### config.mk
export PLATFORM = sky130hd
export DESIGN_NAME = pkt_loader
export DESIGN_NICKNAME = d
export VERILOG_FILES = /design/src/rtl/pkt_loader_pkg.sv /design/src/rtl/pkt_loader_packer.sv /design/src/rtl/pkt_loader.sv
export SDC_FILE = /design/constraint.sdc
export NUM_CORES = 1
export LEC_CHECK = 0
export CORE_MARGIN = 4
export CORE_UTILIZATION = 50
export DETAILED_ROUTE_END_ITERATION = 10
export DONT_BUFFER_PORTS = 1
export PLACE_DENSITY = 0.69
export SKIP_CTS_REPAIR_TIMING = 1
export SLEW_MARGIN = 20
export SYNTH_ARGS = -nofsm -noshare
export SYNTH_HDL_FRONTEND = slang
export SYNTH_HIERARCHICAL = 1
export SYNTH_SLANG_ARGS = --single-unit
### constraint.sdc
create_clock -name clk -period 3.7 [get_ports clk]
set_input_delay 0.74 -clock clk [delete_from_list [all_inputs] [get_ports clk]]
set_output_delay 0.74 -clock clk [all_outputs]
set_load 0.02 [all_outputs]
### src/rtl/pkt_loader_pkg.sv
// pkt_loader_pkg
//   Shared types and constants for the packet loader: bus widths, default
//   packet length limits, loader FSM state encoding and the word address helper.
package pkt_loader_pkg;

   localparam int ADDR_W          = 32;
   localparam int DATA_W          = 32;
   localparam int LEN_W           = 16;
   localparam int DEF_MIN_PKT_LEN = 14;
   localparam int DEF_MAX_PKT_LEN = 1518;

   localparam logic [ADDR_W-1:0] ZERO_ADDR = '0;

   typedef enum logic [2:0] {
      LD_IDLE,
      LD_RECV,
      LD_START,
      LD_DONE,
      LD_DROP
   } ld_state_t;

   // Byte address of the word that holds byte number len (word_idx = len[15:2]).
   function automatic logic [ADDR_W-1:0] word_addr(input logic [ADDR_W-1:0] base,
                                                   input logic [LEN_W-1:0]  len);
      return base + {{(ADDR_W-LEN_W){1'b0}}, len[LEN_W-1:2], 2'b00};
   endfunction

endpackage

### src/rtl/pkt_loader_packer.sv
// pkt_loader_packer
//   Packs bytes big-endian into a 32-bit word. The word/width outputs already
//   include the byte presented on data, so the caller can write the word out on
//   the same edge that accepts its final byte.
// Ports
//   clk, rst  clock, asynchronous active-high reset
//   push      accept data into the current word
//   flush     the pushed byte ends the word even if it is not the 4th
//   data      incoming byte
//   word      stored bytes plus data in its lane; lanes above it are 0
//   width     byte count of word including data (1..4)
//   full      data would be the 4th byte of the word
module pkt_loader_packer
   import pkt_loader_pkg::*;
(
   input  logic              clk,
   input  logic              rst,
   input  logic              push,
   input  logic              flush,
   input  logic [7:0]        data,
   output logic [DATA_W-1:0] word,
   output logic [3:0]        width,
   output logic              full
);

   logic [DATA_W-1:0] word_reg;
   logic [1:0]        cnt_reg;

   // Lane gi is byte gi of the word; first byte lands in [31:24].
   genvar gi;
   generate
      for (gi = 0; gi < 4; gi++) begin : g_lane
         assign word[DATA_W-1-8*gi -: 8] = (cnt_reg == 2'(gi)) ? data
                                                              : word_reg[DATA_W-1-8*gi -: 8];
      end
   endgenerate

   assign width = {2'b00, cnt_reg} + 4'd1;
   assign full  = (cnt_reg == 2'd3);

   always_ff @(posedge clk or posedge rst) begin
      if (rst) begin
         word_reg <= '0;
         cnt_reg  <= '0;
      end else if (push) begin
         if (full || flush) begin
            word_reg <= '0;
            cnt_reg  <= '0;
         end else begin
            word_reg <= word;
            cnt_reg  <= cnt_reg + 2'd1;
         end
      end
   end

endmodule

### src/rtl/pkt_loader.sv
// pkt_loader
//   MAC ingress stage: packs the byte stream into 32-bit big-endian words,
//   writes them into the packet buffer, then hands a legal packet to the
//   header parser and reports its length. Runts are written but not parsed;
//   oversize packets are truncated at MAX_PKT_LEN and the tail is drained.
// Ports
//   clk, rst                       clock, asynchronous active-high reset
//   rx_valid_i/rx_data_i/rx_last_i byte stream from the MAC
//   rx_ready_o                     byte accepted when rx_valid_i & rx_ready_o
//   mem_ce_o/mem_we_o              packet buffer write strobe
//   mem_addr_o                     byte address of the word start
//   mem_width_o                    valid bytes in the write (1..4)
//   mem_data_o                     word, first byte in [31:24]
//   ps_start_o/ps_ready_i          parser handshake
//   done_o, pkt_len_o              packet parsed pulse and held length
//   err_runt_o, err_oversize_o     error pulses
module pkt_loader
   import pkt_loader_pkg::*;
#(
   parameter logic [ADDR_W-1:0] BASE_ADDR   = ZERO_ADDR,
   parameter int                MIN_PKT_LEN = DEF_MIN_PKT_LEN,
   parameter int                MAX_PKT_LEN = DEF_MAX_PKT_LEN
) (
   input  logic              clk,
   input  logic              rst,
   input  logic              rx_valid_i,
   input  logic [7:0]        rx_data_i,
   input  logic              rx_last_i,
   output logic              rx_ready_o,
   output logic              mem_ce_o,
   output logic              mem_we_o,
   output logic [ADDR_W-1:0] mem_addr_o,
   output logic [3:0]        mem_width_o,
   output logic [DATA_W-1:0] mem_data_o,
   output logic              ps_start_o,
   input  logic              ps_ready_i,
   output logic              done_o,
   output logic [LEN_W-1:0]  pkt_len_o,
   output logic              err_runt_o,
   output logic              err_oversize_o
);

   localparam logic [LEN_W-1:0] MIN_LEN = LEN_W'(MIN_PKT_LEN);
   localparam logic [LEN_W-1:0] MAX_LEN = LEN_W'(MAX_PKT_LEN);

   ld_state_t         state_reg, state_next;
   logic [LEN_W-1:0]  len_reg, len_next;
   logic              rx_ready_reg, rx_ready_next;
   logic              mem_ce_reg, mem_ce_next;
   logic              mem_we_reg, mem_we_next;
   logic [ADDR_W-1:0] mem_addr_reg, mem_addr_next;
   logic [3:0]        mem_width_reg, mem_width_next;
   logic [DATA_W-1:0] mem_data_reg, mem_data_next;
   logic              ps_start_reg, ps_start_next;
   logic              done_reg, done_next;
   logic [LEN_W-1:0]  pkt_len_reg, pkt_len_next;
   logic              err_runt_reg, err_runt_next;
   logic              err_over_reg, err_over_next;

   logic              accept;
   logic [LEN_W-1:0]  len_inc;
   logic              pk_push, pk_flush, pk_full;
   logic [DATA_W-1:0] pk_word;
   logic [3:0]        pk_width;

   pkt_loader_packer u_packer (
      .clk   (clk),
      .rst   (rst),
      .push  (pk_push),
      .flush (pk_flush),
      .data  (rx_data_i),
      .word  (pk_word),
      .width (pk_width),
      .full  (pk_full)
   );

   assign accept  = rx_valid_i & rx_ready_reg;
   assign len_inc = len_reg + LEN_W'(1);

   always_comb begin
      state_next     = state_reg;
      len_next       = len_reg;
      mem_ce_next    = 1'b0;
      mem_we_next    = 1'b0;
      mem_addr_next  = mem_addr_reg;
      mem_width_next = mem_width_reg;
      mem_data_next  = mem_data_reg;
      ps_start_next  = ps_start_reg;
      done_next      = 1'b0;
      pkt_len_next   = pkt_len_reg;
      err_runt_next  = 1'b0;
      err_over_next  = 1'b0;
      pk_push        = 1'b0;
      pk_flush       = 1'b0;

      case (state_reg)
         LD_IDLE, LD_RECV: begin
            if (accept) begin
               pk_push  = 1'b1;
               // Reaching MAX_LEN without last also closes the word so that
               // the truncated tail is still written before draining.
               pk_flush = rx_last_i | (len_inc == MAX_LEN);
               len_next = len_inc;
               if (pk_full || pk_flush) begin
                  mem_ce_next    = 1'b1;
                  mem_we_next    = 1'b1;
                  mem_addr_next  = word_addr(BASE_ADDR, len_reg);
                  mem_width_next = pk_width;
                  mem_data_next  = pk_word;
               end
               if (rx_last_i) begin
                  if (len_inc >= MIN_LEN) begin
                     ps_start_next = 1'b1;
                     state_next    = LD_START;
                  end else begin
                     err_runt_next = 1'b1;
                     len_next      = '0;
                     state_next    = LD_IDLE;
                  end
               end else if (len_inc == MAX_LEN) begin
                  state_next = LD_DROP;
               end else begin
                  state_next = LD_RECV;
               end
            end
         end
         LD_START: begin
            if (ps_ready_i) begin
               ps_start_next = 1'b0;
               done_next     = 1'b1;
               pkt_len_next  = len_reg;
               state_next    = LD_DONE;
            end
         end
         LD_DONE: begin
            len_next   = '0;
            state_next = LD_IDLE;
         end
         LD_DROP: begin
            // len stays saturated at MAX_LEN while the tail is discarded.
            if (accept && rx_last_i) begin
               err_over_next = 1'b1;
               len_next      = '0;
               state_next    = LD_IDLE;
            end
         end
         default: begin
            len_next   = '0;
            state_next = LD_IDLE;
         end
      endcase

      // Registered ready so that it reads 0 straight out of reset.
      rx_ready_next = (state_next == LD_IDLE) || (state_next == LD_RECV) ||
                      (state_next == LD_DROP);
   end

   always_ff @(posedge clk or posedge rst) begin
      if (rst) begin
         state_reg     <= LD_IDLE;
         len_reg       <= '0;
         rx_ready_reg  <= 1'b0;
         mem_ce_reg    <= 1'b0;
         mem_we_reg    <= 1'b0;
         mem_addr_reg  <= ZERO_ADDR;
         mem_width_reg <= '0;
         mem_data_reg  <= '0;
         ps_start_reg  <= 1'b0;
         done_reg      <= 1'b0;
         pkt_len_reg   <= '0;
         err_runt_reg  <= 1'b0;
         err_over_reg  <= 1'b0;
      end else begin
         state_reg     <= state_next;
         len_reg       <= len_next;
         rx_ready_reg  <= rx_ready_next;
         mem_ce_reg    <= mem_ce_next;
         mem_we_reg    <= mem_we_next;
         mem_addr_reg  <= mem_addr_next;
         mem_width_reg <= mem_width_next;
         mem_data_reg  <= mem_data_next;
         ps_start_reg  <= ps_start_next;
         done_reg      <= done_next;
         pkt_len_reg   <= pkt_len_next;
         err_runt_reg  <= err_runt_next;
         err_over_reg  <= err_over_next;
      end
   end

   assign rx_ready_o     = rx_ready_reg;
   assign mem_ce_o       = mem_ce_reg;
   assign mem_we_o       = mem_we_reg;
   assign mem_addr_o     = mem_addr_reg;
   assign mem_width_o    = mem_width_reg;
   assign mem_data_o     = mem_data_reg;
   assign ps_start_o     = ps_start_reg;
   assign done_o         = done_reg;
   assign pkt_len_o      = pkt_len_reg;
   assign err_runt_o     = err_runt_reg;
   assign err_oversize_o = err_over_reg;

endmodule

**Word-level counts from Yosys, hierarchy flattened**

Index checks and enable logic that the tools add are counted.

- Register bits: 125
- Latch bits: 0
- RAM bits: 0
- Bits in read-only memories: 0
- Bits of input ports: 13
- Output and inout bits: 91
- Word-level logic and storage cells: 87
- Memories: 0

- Add/sub/neg operators: 3
- $mul: 0
- Divide/modulo/power cells: 0
- Order comparisons: 1
- Eq/ne operators: 14
- Shifts and indexed selects: 0
- Mux-type cells: 38
- Bitwise operators: 3
- Reductions and logical operators: 14

Operators with widths:

| operator | number |
|---|---|
| $mux 16 | 4 |
| $pmux 16 s3 | 1 |
| $mux 32 | 1 |
| $mux 8 | 4 |
| $mux 1 | 19 |
| $add 16x1->16 const B | 1 |
| $eq 16x11->1 const B | 1 |
| $ge 16x4->1 const B | 1 |
| $mux 3 | 5 |
| $ne 2x2->1 const B | 5 |
| $pmux 3 s3 | 1 |
| $eq 3x1->1 const B | 2 |
| $eq 3x3->1 const B | 2 |
| $logic_not 3->1 | 2 |
| $reduce_and 3->1 | 2 |
| $reduce_and 5->1 | 1 |
| $eq 2x2->1 const B | 2 |
| $logic_or 1x1->1 | 4 |
| $mux 2 | 2 |
| $add 2x1->3 const B | 1 |
| $eq 3x2->1 const B | 1 |
| $add 2x1->2 const B | 1 |
| $eq 2x1->1 const B | 1 |
| $logic_not 2->1 | 1 |
| other kinds (8) | 8 |

**Logic depth before layout (Yosys ltp)**

Gate-level depths: netlist (run 1).

- Word-level depth: 9
- Mapped depth: 13
- Mapped depth without buffers: 10

**By module**

The synthesis (run 1) kept the hierarchy.

Modules (own cells, without submodules):

| module | times used | cells an instance | area an instance (um^2) | sequential area each (um^2) |
|---|---|---|---|---|
| pkt_loader | 1 | 363 | 4,292.9 | 2,277.2 |
| pkt_loader_packer | 1 | 158 | 1,859.3 | 850.8 |

**Least setup slack after synthesis (run 1)**

Ideal clock, no wire load.

- Kind: flip-flop to flip-flop
- Start point: reg len_reg[0]
- End point: reg u_packer.word_reg[16]
- Data arrival time: 2,695 ps
- Path slack: 879 ps
- Stages on the path, launching flop included: 13
- Buffers on the path: 2
- Cells stage by stage: dfrtp_1 > ha_1 > nand2_1 > or3_1 > nand4_1 > a2111oi_2 > and4_4 > nor2_1 > nor2_1 > buf_4 > nor2_1 > buf_2 > a221o_1

- Cells in the longest elaborated chain, start to end: 7

Ends and longest elaborated chain:

| what | RTL line | RTL |
|---|---|---|
| start, declared | pkt_loader.sv:47 | `logic [LEN_W-1:0] len_reg, len_next;` |
| start signal, assigned | pkt_loader.sv:175 | `len_reg <= len_next;` |
| $add 16x1->16 | pkt_loader.sv:78 | `assign len_inc = len_reg + LEN_W'(1);` |
| $eq 16x11->1 | pkt_loader.sv:102 | `pk_flush = rx_last_i \| (len_inc == MAX_LEN);` |
| $or 1x1->1 | pkt_loader.sv:102 |  |
| $mux 1 | pkt_loader.sv:98 | `if (accept) begin` |
| $mux 1 | pkt_loader.sv:96 | `case (state_reg)` |
| named net pk_flush | pkt_loader.sv:62 | `logic pk_push, pk_flush, pk_full;` |
| $logic_or 1x1->1 | pkt_loader_packer.sv:46 | `if (full \|\| flush) begin` |
| $mux 32 | pkt_loader_packer.sv:46 |  |
| end signal, assigned | pkt_loader_packer.sv:50 | `word_reg <= word;` |
| end, declared | pkt_loader_packer.sv:26 | `logic [DATA_W-1:0] word_reg;` |

The timed path passes the listed nets, and every way through them passes these cells.
A chain may end at the register's enable or synchronous reset.

**Final worst setup path (run 1)**

- Start point: reg len_reg[3]
- End point: reg u_packer.word_reg[18]

The elaborated chain is that of the path after synthesis.

==> summary.txt, run 1 <==
Outcome
  – Status: finished, final reports clean

Die
  – Core Region: 12000 µm²
  – DIE WIDTH: 119 µm
  – DIE AREA: 14100 µm²
  – Die Y: 119 µm
  – Initial core utilization: 0.512
  – Io pins: 104
  – Rows: 40

Hold path
  – Worst min path class: input pin to asynchronous set/reset pin

Global route
  – Routing usage on met3: 0.0613
  – Routing usage on met2: 0.323
  – Grt total ovfl: 0
  – Largest net degree at the start of global routing: 92
  – All-Layer GR Usage: 0.200
  – GR peak layer: met2
  – Global-route wire length before repair: 22.4 mm
  – Antenna violations before repair: 0
  – Met1 Usage GRT: 0.247
  – Vias in the first global route: 4156

Worst setup path
  – CP delay by family, top: simple AND/OR/NAND/NOR gates
  – Critical path capture point type: flip-flop
  – CP cell instances: nand4_4 > nor2_2 > nand4_1 > a2111oi_2 > and4_4 > nor2_1 > nor2_1 > buf_4 > nor2_1 > a221o_1
  – Worst path most repeated cell: nor2_1
  – CP max FO: 13
  – Critical path's slowest cell: a2111oi_2
  – Worst Path Arrival: 3.75 ns
  – Critical Path Stages: 10
  – CP Buf/Inv Count: 1
  – Worst setup SP type: flip-flop
  – CP max stage delay: 0.63 ns
  – R2R cell count: 10
  – WP data required: 3.99 ns
  – R2R setup slack: 0.24 ns
  – WS Path Type: flip-flop to flip-flop

Place
  – Placed inst area: 6180 µm²
  – Final GP Congestion: 0.876
  – Detailed Place HPWL: 9.11 mm
  – Number of I/O port buffers: 0

Power and ir drop
  – Power per Cell Area: 806 nW/µm²
  – Worst VDD drop: 0.488 mV
  – Pleak: 3.20 nW

Timing
  – Post-layout min period: 3.46 ns
  – Final Hold Viols: 0
  – RSZ-0062 raised after global routing: no
  – Max frequency: 289 MHz
  – Setup tns final: 0 ns
  – Worst-Margin Slew: 0.970 ns
  – Final setup vio count: 0
  – Tcrit/Tclk final: 0.935
  – Final Max Slew Viols: 0
  – Skew final: 0.00821 ns
  – Relative slew margins: 0.351

Detailed routing
  – Number of vias per cell: 5.93
  – Vias: 4006
  – Drt pass-1 iters: 4
  – Antenna viol nets, final: 0
  – Total Wirelength: 13.6 mm
  – DRT iter0 DRCs: 308
  – # DRC: 0
  – Routed WL per cell: 20.1 µm

Clock tree
  – Clk Latency, worst-skew pair: 0.42 ns
  – H-tree levels: 4
  – Clock transition at the registers of the reported paths: 0.06 ns
  – Root buffer cell: clkbuf_16
  – Clock Path Buffers: 2
  – CTS Sinks: 125
  – Clock buffer count from CTS: 17
  – CTS tree: yes

Synth
  – Mapped cell area: 6150 µm²
  – Async SR Flop Fraction: 1.00
  – Top cells by area, synth: dfrtp_1, mux2_2, buf_4
  – Mapped Cells: 521
  – EDFF count, synth: 0
  – Most frequent cell after synthesis: dfrtp_1
  – Ys Warns: 6
  – #FFs+latches synth: 125
  – Yosys cell types: 61
  – Seq/Total Area, Yosys: 0.508
  – Mean Syn Cell Area: 11.8 µm²
  – Most frequent cells after synthesis: dfrtp_1, mux2_2, buf_4
  – Area leader, netlist: dfrtp_1
  – Top_reg_cell synth: dfrtp_1
  – Synth top area share: 0.508

Layout
  – Layout cell share with drive strength beyond 1: 0.244
  – # nets final: 534
  – Antenna cells: 0
  – Design area: 6840 µm²
  – Area grow syn2layout: 11.2%

Flow run
  – Max-Cap Viols: 0
==> layout make-up <==
type / count / area, µm²
clock inverter: 12 / 208
multi-input combinational: 338 / 2660
sequential: 125 / 3130
fill: 1021 / 5170
tap: 147 / 184
inverter: 16 / 65.1
clock buffer: 20 / 457
timing repair buffer: 17 / 140
==> worst paths after layout <==
check                                                 startpoint                           endpoint
min in group clk                                    rx_data_i[5]  u_packer/word_reg[29]$_DFFE_PP0P_
worst min register to register  u_packer/word_reg[0]$_DFFE_PP0P_   u_packer/word_reg[0]$_DFFE_PP0P_
max in group asynchronous                                    rst   u_packer/word_reg[1]$_DFFE_PP0P_
worst min-delay path                                         rst  u_packer/word_reg[24]$_DFFE_PP0P_
worst max-delay path                      len_reg[3]$_DFFE_PP0P_  u_packer/word_reg[18]$_DFFE_PP0P_
worst max register to register            len_reg[3]$_DFFE_PP0P_  u_packer/word_reg[18]$_DFFE_PP0P_
==> cell families after synthesis <==
group                    after synthesis  share of synthesized area
multiplexers                          88                      0.161
AO/OA/AOI/OAI                         92                      0.118
buffers and inverters                 75                     0.0700
flip-flops                           125                      0.508
adder cells (fa/ha/maj)                6                     0.0122
AND/OR/NAND/NOR                      129                      0.124
other                                  2                    0.00122
XOR/XNOR                               4                    0.00570
==> layout by cell type, fill, tap and decap left out, types with 4 or more instances in the layout <==
cell type,Yosys,final
dfrtp_1,125,125
mux2_2,71,71
nor2b_1,22,22
nand3_1,19,19
conb_1,2,19
clkbuf_16,0,17
nand2_1,16,16
mux2_1,16,16
buf_4,26,16
inv_1,16,14
o21ai_0,14,14
a221o_1,12,12
a21oi_1,11,11
a21o_1,11,11
nor2_1,10,10
a22o_1,10,10
and2_1,10,10
nor3_1,9,9
nand4_1,7,7
a31oi_1,6,6
ha_1,6,6
nand2b_1,5,5
bufinv_16,0,5
and3_1,4,4
nor4_1,4,4
or3_1,4,4
inv_6,0,4
==> power by group <==
part	total (mW)	switching (mW)	internal (mW)
Clock	1.86	0.623	1.24
Combinational	1.38	0.673	0.703
Sequential	2.28	0.535	1.75
==> routing by layer <==
metal	share of wire	vias to the layer above
li1	-	1837
met1	0.41	2016
met2	0.50	129
met3	0.061	24
met4	0.024	0
met5	0	-
==> per-stage QoR <==
stage | total power [mW] | setup WS (ns) | util | cells | hold WS [ns]
2_1_floorplan | 3.39 | 0.596 | - | 538 | 0.449
3_3_place_gp | 3.62 | 0.354 | 0.514 | 643 | 0.464
3_5_place_dp | 3.69 | 0.288 | 0.514 | 643 | 0.467
4_1_cts | 5.57 | 0.291 | 0.570 | 675 | 0.443
5_1_grt | 5.82 | 0.0791 | 0.570 | 675 | 0.349
6_report | 5.52 | 0.239 | 0.570 | 675 | 0.299
Note: power is estimated with default switching activity, not from simulation.
==> inputs of run 2 (changes only) <==
- clock period: 3.7 -> 3.4 ns (I/O delays scaled with it)
==> run 2 against run 1 <==
  * Utilization rose by 0.34 points
  * Final area is 0.60% higher
  * Count of clock-buffer cells in the layout is 2 higher
  * Critical path type unchanged
  * Die area unchanged
  * Clock skew is 0.0028 ns lower
  * Clock power increased by 5%
  * Combinational power rose by 11%
  * Sequential power up 8.8%
  * Via count increased by 0.62%
==> summary.txt, run 2 (same netlist as run 1, synthesis figures left out) <==
Clock tree
  – Root buffer cell: clkbuf_16
  – Clk Latency, worst-skew pair: 0.41 ns (about the same)
  – Clock buffer count from CTS: 17 (unchanged)
  – H-tree levels: 4 (unchanged)
  – CTS Sinks: 125 (unchanged)
  – CTS tree: yes
  – Clock Path Buffers: 2 (unchanged)
  – Clock transition at the registers of the reported paths: 0.05 ns (about the same)

Worst setup path
  – R2R cell count: 11 (+1)
  – Worst Path Arrival: 3.41 ns (-0.34 ns)
  – R2R setup slack: 0.28 ns (+0.05 ns)
  – CP max FO: 8 (-5)
  – WS Path Type: flip-flop to flip-flop
  – Critical path capture point type: flip-flop
  – WP data required: 3.70 ns (-0.29 ns)
  – Worst setup SP type: flip-flop
  – Worst R2R Start: len_reg[1]$_DFFE_PP0P_
  – Reg2reg end: u_packer/word_reg[0]$_DFFE_PP0P_

Detailed routing
  – Drt pass-1 iters: 4 (unchanged)
  – DRT iter0 DRCs: 249 (-19%)
  – Antenna viol nets, final: 0 (unchanged)
  – Total Wirelength: 13.6 mm (about the same)
  – Vias: 4031 (+0.62%)
  – # DRC: 0 (unchanged)
  – Routed WL per cell: 19.9 µm (-0.94%)
  – Number of vias per cell: 5.92 (-0.26%)

Power and ir drop
  – Internal: 3.98 mW (+8.1%)
  – Clock power share: 0.327 (-0.010)
  – Power per Cell Area: 865 nW/µm² (+7.3%)
  – Worst VDD drop: 0.528 mV (+8.2%)
  – Sw frac: 0.331 (-0.00107)
  – Logic pwr share: 0.256 (+0.007)
  – Pleak: 3.23 nW (+1.1%)
  – NetSw: 1.97 mW (+7.6%)
  – Seq pwr share: 0.417 (+0.004)

Layout
  – Area grow syn2layout: 11.9%
  – Final Core Density: 0.573 (+0.00344)
  – Most common cell after layout, fill and taps aside: dfrtp_1
  – Fillcell total: 1016 (-0.49%)
  – Footprint of the multi-input gates: 2690 µm² (+0.94%)
  – Most frequent cells in the layout: dfrtp_1, mux2_2, buf_4, nor2b_1
  – # nets final: 540 (+1.1%)
  – Design area: 6890 µm² (+0.60%)
  – Sequential cell area: 3130 µm² (unchanged)
  – Antenna cells: 0 (unchanged)
  – Layout cell share with drive strength beyond 1: 0.260 (+0.0160)

Die
  – Rows: 40 (unchanged)
  – Io pins: 104 (unchanged)
  – Initial core utilization: 0.512 (unchanged)
  – DIE AREA: 14100 µm² (unchanged)
  – Core Region: 12000 µm² (unchanged)
  – Die Y: 119 µm (unchanged)
  – DIE WIDTH: 119 µm (unchanged)

Timing
  – RSZ-0062 raised after global routing: no
  – Tcrit/Tclk final: 0.916 (-0.0191)
  – Final Max Slew Viols: 0 (unchanged)
  – Relative slew margins: 0.440 (+0.0889)
  – Max frequency: 321 MHz (+11%)
  – Skew final: 0.00544 ns (-0.00277 ns)
  – Final setup vio count: 0 (unchanged)
  – Post-layout min period: 3.12 ns (-0.346 ns)
  – Worst-Margin Slew: 0.840 ns (-0.130 ns)
  – Setup tns final: 0 ns (unchanged)
  – Final Hold Viols: 0 (unchanged)
  – PnR worst setup slack: 0.285 ns (+0.0456 ns)

Global route
  – Global-route wire length before repair: 22.3 mm (-0.43%)
  – All-Layer GR Usage: 0.199 (-0.000348)
  – Grt total ovfl: 0 (unchanged)
  – Largest net degree at the start of global routing: 92 (unchanged)
  – Vias in the first global route: 4183 (+0.65%)
  – Antenna violations before repair: 0 (unchanged)

Place
  – Placement Setup Slack: 0.0740 ns (-0.214 ns)
  – Number of I/O port buffers: 0 (unchanged)
  – Final GP Congestion: 0.873 (-0.34%)
  – Placed inst area: 6210 µm² (+0.53%)
  – Detailed Place HPWL: 9.21 mm (+1.1%)

Outcome
  – Status: finished, final reports clean

Flow run
  – Max-Cap Viols: 0 (unchanged)

Hold path
  – Worst min path class: input pin to asynchronous set/reset pin
## run 2: cell count changes in the layout (fill, tap and decap cells not counted), moves of 2 or more
cell        change
buf_4           +6
clkbuf_8        +2
clkinv_2        +3
clkinvlp_4      -2
inv_6           -3
nor2_1          -2
nor2_2          +2
## run 2: worst max-delay path by stage
| stage | from | cells past startpoint | endpoint | slack, ns |
|---|---|---|---|---|
| 2_1_floorplan | rst | 1 | done_o$_DFF_PP0_ | 0.36 |
| 3_3_place_gp | len_reg[3]$_DFFE_PP0P_ | 10 | u_packer/word_reg[20]$_DFFE_PP0P_ | 0.15 |
| 3_5_place_dp | len_reg[3]$_DFFE_PP0P_ | 10 | u_packer/word_reg[21]$_DFFE_PP0P_ | 0.07 |
| 4_1_cts | len_reg[3]$_DFFE_PP0P_ | 10 | u_packer/word_reg[20]$_DFFE_PP0P_ | 0.02 |
| 5_1_grt | len_reg[1]$_DFFE_PP0P_ | 11 | u_packer/word_reg[4]$_DFFE_PP0P_ | 0.04 |
| 6_report | len_reg[1]$_DFFE_PP0P_ | 11 | u_packer/word_reg[0]$_DFFE_PP0P_ | 0.28 |
## run 2: layout make-up
cell class,count,area share
Tap cell,147,0.0267
Inverter,16,0.00945
Clock buffer,22,0.0703
Sequential cell,125,0.454
Timing Repair Buffer,23,0.0256
Clock inverter,10,0.0233
Multi-Input combinational cell,338,0.390
## run 2: routing by layer
metal  track usage  up-vias  share of wire
li1              -     1860              -
met1         0.240     2033           0.41
met2         0.336      119           0.51
met3        0.0679       19          0.060
met4        0.0644        0          0.013
met5             0        -              0
## run 2: power groups by stage
stage,registers (mW),clock network (mW),logic [mW]
after floorplan,2.39,0,1.30
after global placement,2.49,0,1.46
after detailed placement,2.51,0,1.51
after CTS,2.49,1.99,1.52
after global routing,2.54,2.07,1.67
final,2.48,1.95,1.53
## run 2: worst max-delay path, cell delays in order (launching register included)
cell,delay [ns]
dfrtp_1,0.46
ha_1,0.21
nand2_1,0.14
o21ai_0,0.19
nand4_1,0.16
a2111oi_2,0.54
and4_4,0.35
nor2_1,0.06
nor2_2,0.26
buf_4,0.22
o21ai_1,0.17
and2_1,0.22
## run 2: per-stage QoR
| stage | instances | hold slack, ns | power, mW |
|---|---|---|---|
| final | 681 | 0.242 | 5.95 |
| after global routing | 681 | 0.286 | 6.28 |
| after CTS | 681 | 0.252 | 6.00 |
| after detailed placement | 649 | 0.470 | 4.02 |
| after global placement | 649 | 0.467 | 3.96 |
| after floorplan | 538 | 0.449 | 3.69 |
